## src/rtl/rr_resource_scheduler_if.sv

```systemverilog
// Bundle between requester FSMs and the round-robin scheduler: request/done in,
// registered grant vector, grant index, busy/timeout status and FSM state out.
interface rr_resource_scheduler_if #(
    parameter int N = 5
);
    localparam int IDW = (N > 1) ? $clog2(N) : 1;

    // Handshake: a requester raises req[i] and holds it level-high until it
    // either pulses done[i] while granted or drops req[i] (abandon). grant is
    // one-hot or zero, and only the owner's done/req bits affect a live grant.
    logic [N-1:0]   req;
    logic [N-1:0]   done;
    logic [N-1:0]   grant;
    logic [IDW-1:0] grant_id;
    logic           busy;
    logic           timeout;
    logic [1:0]     dbg_state;

    modport master (
        output req, done,
        input  grant, grant_id, busy, timeout, dbg_state
    );

    modport slave (
        input  req, done,
        output grant, grant_id, busy, timeout, dbg_state
    );
endinterface

```

## src/rtl/rr_resource_scheduler.sv

```systemverilog
// Round-robin scheduler for one multi-cycle resource with a 1-cycle turnaround gap.
// Define HOLD_TIMEOUT_EN to forcibly revoke grants held for MAX_HOLD cycles.
module rr_resource_scheduler #(
    parameter int N        = 5,
    parameter int MAX_HOLD = 16
) (
    input  logic                   clk,
    input  logic                   rst,
    rr_resource_scheduler_if.slave bus
);
    localparam int IDW = (N > 1) ? $clog2(N) : 1;
    localparam logic [IDW:0] N_W = (IDW + 1)'(N);

    if (N < 1 || MAX_HOLD < 1) begin : g_bad_params
        $error("rr_resource_scheduler: N and MAX_HOLD must both be >= 1");
    end

    typedef enum logic [1:0] {
        IDLE = 2'd0,
        BUSY = 2'd1,
        GAP  = 2'd2
    } state_e;

    state_e         state_q, state_d;
    logic [N-1:0]   grant_q, grant_d;
    logic [IDW-1:0] gid_q, gid_d;
    logic [IDW-1:0] ptr_q, ptr_d;

    logic           found;
    logic [IDW-1:0] pick;
    logic [IDW:0]   cand;
    logic [IDW:0]   ptr_inc;
    logic           owner_done;
    logic           owner_req;
    logic           hold_expired;
    logic           release_now;

    // Cyclic search starting at the pointer; the sum stays below 2N so one
    // conditional subtract is enough to wrap.
    always_comb begin
        found = 1'b0;
        pick  = '0;
        cand  = '0;
        for (int i = 0; i < N; i++) begin
            cand = {1'b0, ptr_q} + (IDW + 1)'(i);
            if (cand >= N_W) begin
                cand = cand - N_W;
            end
            if (!found && bus.req[cand[IDW-1:0]]) begin
                found = 1'b1;
                pick  = cand[IDW-1:0];
            end
        end
    end

    always_comb begin
        ptr_inc = {1'b0, gid_q} + (IDW + 1)'(1);
        if (ptr_inc >= N_W) begin
            ptr_inc = '0;
        end
    end

    assign owner_done  = bus.done[gid_q];
    assign owner_req   = bus.req[gid_q];
    assign release_now = owner_done || !owner_req || hold_expired;

`ifdef HOLD_TIMEOUT_EN
    localparam int CW = $clog2(MAX_HOLD + 1);

    logic [CW-1:0] cnt_q, cnt_d;
    logic          timeout_q, timeout_d;

    // Counter reads 1 on the first grant cycle, so a value of MAX_HOLD means
    // the grant has been visible for exactly MAX_HOLD cycles.
    assign hold_expired = (state_q == BUSY) && (cnt_q == CW'(MAX_HOLD)) &&
                          !owner_done && owner_req;

    always_comb begin
        cnt_d     = '0;
        timeout_d = hold_expired;
        if (state_d == BUSY) begin
            cnt_d = (state_q == BUSY) ? cnt_q + CW'(1) : CW'(1);
        end
    end

    always_ff @(posedge clk) begin
        if (rst) begin
            cnt_q     <= '0;
            timeout_q <= 1'b0;
        end else begin
            cnt_q     <= cnt_d;
            timeout_q <= timeout_d;
        end
    end

    assign bus.timeout = timeout_q;
`else
    assign hold_expired = 1'b0;
    assign bus.timeout  = 1'b0;
`endif

    always_comb begin
        state_d = state_q;
        grant_d = grant_q;
        gid_d   = gid_q;
        ptr_d   = ptr_q;
        case (state_q)
            IDLE, GAP: begin
                grant_d = '0;
                if (found) begin
                    grant_d[pick] = 1'b1;
                    gid_d         = pick;
                    state_d       = BUSY;
                end else begin
                    state_d = IDLE;
                end
            end
            BUSY: begin
                if (release_now) begin
                    grant_d = '0;
                    ptr_d   = ptr_inc[IDW-1:0];
                    state_d = GAP;
                end
            end
            default: begin
                grant_d = '0;
                state_d = IDLE;
            end
        endcase
    end

    always_ff @(posedge clk) begin
        if (rst) begin
            state_q <= IDLE;
            grant_q <= '0;
            gid_q   <= '0;
            ptr_q   <= '0;
        end else begin
            state_q <= state_d;
            grant_q <= grant_d;
            gid_q   <= gid_d;
            ptr_q   <= ptr_d;
        end
    end

    assign bus.grant     = grant_q;
    assign bus.grant_id  = gid_q;
    assign bus.busy      = |grant_q;
    assign bus.dbg_state = state_q;
endmodule

```

## src/flat_wrapper.sv

```systemverilog
// flat-port wrapper written by rule: the top's interface ports become plain ports
module rr_resource_scheduler_flat 
#(
    parameter int N        = 5,
    parameter int MAX_HOLD = 16
)
  (clk, rst, bus_req, bus_done, bus_grant, bus_grant_id, bus_busy, bus_timeout, bus_dbg_state);
  rr_resource_scheduler_if #(.N(N)) bus_i ();
  input  logic clk;
  input  logic rst;
  input wire logic [$bits(bus_i.req)-1:0] bus_req;
  input wire logic [$bits(bus_i.done)-1:0] bus_done;
  output wire logic [$bits(bus_i.grant)-1:0] bus_grant;
  output wire logic [$bits(bus_i.grant_id)-1:0] bus_grant_id;
  output wire logic [$bits(bus_i.busy)-1:0] bus_busy;
  output wire logic [$bits(bus_i.timeout)-1:0] bus_timeout;
  output wire logic [$bits(bus_i.dbg_state)-1:0] bus_dbg_state;
  assign bus_i.req = bus_req;
  assign bus_i.done = bus_done;
  assign bus_grant = bus_i.grant;
  assign bus_grant_id = bus_i.grant_id;
  assign bus_busy = bus_i.busy;
  assign bus_timeout = bus_i.timeout;
  assign bus_dbg_state = bus_i.dbg_state;
  rr_resource_scheduler #(.N(N), .MAX_HOLD(MAX_HOLD)) u_core (.clk(clk), .rst(rst), .bus(bus_i));
endmodule
```

## config.mk

```make
export PLATFORM = sky130hd
export DESIGN_NAME = rr_resource_scheduler_flat
export DESIGN_NICKNAME = d
export VERILOG_FILES = /design/src/rtl/rr_resource_scheduler_if.sv /design/src/rtl/rr_resource_scheduler.sv /design/src/flat_wrapper.sv
export SDC_FILE = /design/constraint.sdc
export NUM_CORES = 1
export LEC_CHECK = 0
export CORE_ASPECT_RATIO = 1.25
export CORE_MARGIN = 2
export CORE_UTILIZATION = 45
export CTS_BUF_LIST = sky130_fd_sc_hd__clkbuf_4 sky130_fd_sc_hd__clkbuf_8
export DETAILED_ROUTE_END_ITERATION = 6
export DONT_BUFFER_PORTS = 1
export PLACE_DENSITY = 0.68
export SLEW_MARGIN = 20
export SYNTH_ARGS = -nofsm -noshare
export SYNTH_HDL_FRONTEND = slang
export SYNTH_SLANG_ARGS = --single-unit
```

## constraint.sdc

```tcl
create_clock -name clk -period 3.5 [get_ports clk]
set_input_delay 0.7 -clock clk [delete_from_list [all_inputs] [get_ports clk]]
set_output_delay 0.7 -clock clk [all_outputs]
set_load 0.01 [all_outputs]
```

==> qor.csv <==
metric,value,unit
synth_enable_flop_cells,0,
comb_power_share,76.8,%
setup.worst_path.end_class,flip-flop,
initial_core_util,46.4,%
grt_util_all_layers,21.8,%
synth-async-reset-ratio,0,%
static-leakage-power,0.781,nW
die-width,61.7,um
clockRootBuffer,sky130_fd_sc_hd__clkbuf_8,
hold_viol,0,
cts_num_sinks,13,
synth.cell_area,1870,um2
synth_cells,228,
achievable-frequency,0.302,GHz
cpMaxStageDelayCell,sky130_fd_sc_hd__dfxtp_2,
floorplan.core_area,4030,um2
clock_insertion_delay_worst_skew,0.24,ns
drt_pass1_iterations,4,
vias,1705,
wire_length_of_the_first_global_routing_pass,7970,um
route.detailed.vias_per_inst,6.07,
synth_xor_area_share,2.81,%
power_share_of_the_clock_group,8.5,%
post_synthesis_mux_area_share,13.2,%
finalWirelength,4800,um
report.power.total,0.00170,W
peakVddDrop,0.585,mV
cp.required,3.68,ns
largest_family_of_logic_cells_by_synthesized_area,compound AO/OA/AOI/OAI gates,
max_stage_delay,0.40,ns
num_antenna_cells,0,
clk_transition_reported_paths,0.06,ns
yosys_cell_types,71,
die_h,76.1,um
finish.net_count,249,
synthAdderAreaFrac,7.75,%
cts-buffers-inserted,3,
worst-path-max-fanout,9,
hold_path.class,in -> reg,
final.setup_skew,0.00733,ns
setup.worst_path.class,reg -> reg,
cp_cell_sequence,inv_1 -> ha_1 -> ha_1 -> buf_4 -> a211oi_1 -> nor2_1 -> o31a_1 -> a22o_1 -> o32a_1 -> a2bb2oi_1 -> a21oi_2 -> a32o_1,
run_status,finished clean,
setup_tns,0,ns
final-setup-viol-count,0,
grt.overflow.total,0,
ctsLongestPathBuffers,2,
number_of_global_route_vias_before_repair,1701,
ys_seq_area_share,13.9,%
clock_tree_from_tritoncts,done,
crit_path_start_kind,flip-flop,
timing.hold.worst_path_depth,1,
drt.antenna.violating_nets,0,
placementRows,26,
drt_iter0_drc,59,
yosys_register_bits,13,
min-delay-start,rst,
compound_gate_portion_of_the_synthesized_area,33.2,%
routabilityCongestion,0.884,
fin_hold_ws,0.515,ns
most_used_cell_cp,sky130_fd_sc_hd__ha_1,
ys.warnings.count,0,
p_int,0.000858,W
max-cap-violations,0,
number_of_h_tree_levels,1,
synth_simple_gate_area_share,21.7,%
fp.dieArea,4690,um2
fillerInstances,421,
sequential_group_share_of_total_power,14.8,%
i_o_pin_total,24,
hpwlAfterDp,3700,um
r2r_worst_path_depth,12,
grt_antenna_before_repair,0,
synth_fp_nets,251,
worst_hold_path.endpoint,u_core.ptr_q[2],
drc,0,
areaGrowthSynthToFinish,5.21,%
syn-mean-instance-area,8.21,um2
final_count_of_pins_violating_max_slew,0,
power.share.switching,49.5,%
setup.reg_to_reg.worst_slack,0.19,ns
worst_slew_margin_rel,62.8,%
grt_max_degree,23,
ys.flop_type,sky130_fd_sc_hd__dfxtp_1,
io_buffers,0,
wl_per_cell,17.1,um
timing.final.crit_share,94.7,%
powerDensity,862,nW/um2
timing.rr.start,u_core.ptr_q[1],
grt_setup_unrepaired,no,
power.switching,0.000840,W
cp_data_arrival_time,3.50,ns
layout-drive-gt1-share,16.0,%
min_period,3.31,ns
regToRegEndpoint,u_core.bus.grant[2],
worst_pin_slew,0.558,ns
==> Yosys cell counts, types with 3 or more instances <==
cell | number | area, um2
sky130_fd_sc_hd__nand3_1 | 3 | 15.0
sky130_fd_sc_hd__a211o_1 | 3 | 26.3
sky130_fd_sc_hd__nor2_1 | 16 | 60.1
sky130_fd_sc_hd__o21a_1 | 4 | 30.0
sky130_fd_sc_hd__dfxtp_1 | 13 | 260
sky130_fd_sc_hd__mux4_2 | 3 | 67.6
sky130_fd_sc_hd__nand2_1 | 20 | 75.1
sky130_fd_sc_hd__o211a_1 | 3 | 30.0
sky130_fd_sc_hd__nor2b_1 | 3 | 18.8
sky130_fd_sc_hd__nor3_1 | 3 | 15.0
sky130_fd_sc_hd__a21oi_1 | 12 | 60.1
sky130_fd_sc_hd__xnor2_1 | 5 | 43.8
sky130_fd_sc_hd__ha_1 | 10 | 125
sky130_fd_sc_hd__a22o_1 | 3 | 26.3
sky130_fd_sc_hd__mux2i_1 | 12 | 120
sky130_fd_sc_hd__inv_1 | 13 | 48.8
sky130_fd_sc_hd__o32a_1 | 3 | 30.0
sky130_fd_sc_hd__mux2_2 | 4 | 45.0
sky130_fd_sc_hd__o21ai_0 | 9 | 45.0
sky130_fd_sc_hd__clkbuf_1 | 6 | 22.5
sky130_fd_sc_hd__o221ai_1 | 4 | 35.0
sky130_fd_sc_hd__and3_1 | 3 | 18.8
sky130_fd_sc_hd__nor3b_1 | 4 | 30.0
sky130_fd_sc_hd__a2bb2oi_1 | 4 | 35.0
sky130_fd_sc_hd__a211oi_1 | 3 | 22.5
sky130_fd_sc_hd__nand2b_1 | 6 | 37.5
sky130_fd_sc_hd__buf_2 | 6 | 30.0
==> power by group through the flow <==
stage                     logic [W]  clock network [W]  registers, W
after global placement      0.00127                  0      0.000253
final                       0.00130           0.000144      0.000251
after CTS                   0.00129           0.000149      0.000250
after floorplan             0.00107                  0      0.000245
after detailed placement    0.00129                  0      0.000253
after global routing        0.00143           0.000157      0.000257
==> state kept, by name, summed over array words and instances, names as in the netlist <==
| register | count |
|---|---|
| u_core.bus.dbg_state | 2 |
| u_core.bus.grant_id | 3 |
| u_core.ptr_q | 3 |
| u_core.bus.grant | 5 |
==> metrics by stage <==
stage | worst slack (ns) | area (um2) | util, % | instances
CTS | 0.118 | 1970 | 48.8 | 281
global route | 0.0210 | 1970 | 48.8 | 281
detailed placement | 0.153 | 1920 | 47.6 | 277
global placement | 0.274 | 1920 | 47.6 | 277
finish | 0.186 | 1970 | 48.8 | 281
floorplan | 0.131 | 1870 | - | 228
==> layout by cell type, fill, tap and decap left out, types with 5 or more instances in the layout <==
cell type                  synthesis  layout
sky130_fd_sc_hd__o21ai_0           9       9
sky130_fd_sc_hd__a21oi_1          12      12
sky130_fd_sc_hd__xnor2_1           5       5
sky130_fd_sc_hd__buf_4             1       8
sky130_fd_sc_hd__nor2_1           16      16
sky130_fd_sc_hd__inv_1            13      13
sky130_fd_sc_hd__mux2i_1          12      12
sky130_fd_sc_hd__dfxtp_1          13      12
sky130_fd_sc_hd__ha_1             10      10
sky130_fd_sc_hd__nand2b_1          6       6
sky130_fd_sc_hd__nand2_1          20      20
==> cells by family (layout without fill, tap and decap cells) <==
group	Yosys count	after routing
xor+xnor	6	6
simple gates	72	72
mux	20	20
flops	13	13
compound gates	76	76
fa+ha+maj	11	11
other cells	1	1
buf+inv	29	26
==> how the worst max path moves through the flow <==
stage                         start                   to  slack (ns)  cells past startpoint
floorplan           u_core.ptr_q[0]  u_core.bus.grant[1]        0.13                     14
global placement    u_core.ptr_q[0]  u_core.bus.grant[0]        0.27                     11
detailed placement  u_core.ptr_q[1]  u_core.bus.grant[2]        0.15                     12
CTS                 u_core.ptr_q[1]  u_core.bus.grant[2]        0.12                     12
global route        u_core.ptr_q[0]  u_core.bus.grant[0]        0.02                     10
finish              u_core.ptr_q[1]  u_core.bus.grant[2]        0.19                     12
==> final cells by class <==
cell class | count | area [um2] | area share (%)
multi-input combinational | 186 | 1480 | 75.0
inverter | 14 | 52.6 | 2.67
sequential | 13 | 262 | 13.3
clock buffer | 4 | 48.8 | 2.48
tap | 56 | 70.1 | 3.56
timing repair buffer | 8 | 60.1 | 3.05
==> timing repair <==
item,CTS,global route
hold buffers,0,0
endpoints found under the setup margin,0,5
setup buffers,0,0
gates resized for setup,0,1
==> layer usage <==
layer / GRT usage [%] / wire (um)
met1: 27.2 / 2000
met4: 9.57 / 95
met5: 0 / 0
met2: 36.4 / 2480
met3: 1.87 / 228
==> critical path, delay by kind of cell (launching register included) <==
kind	cells	cell delay [ns]
simple gates	1	0.12
buf+inv	2	0.31
flops	1	0.40
fa+ha+maj	2	0.56
compound gates	7	1.88
Note: power is estimated with default switching activity, not from simulation.
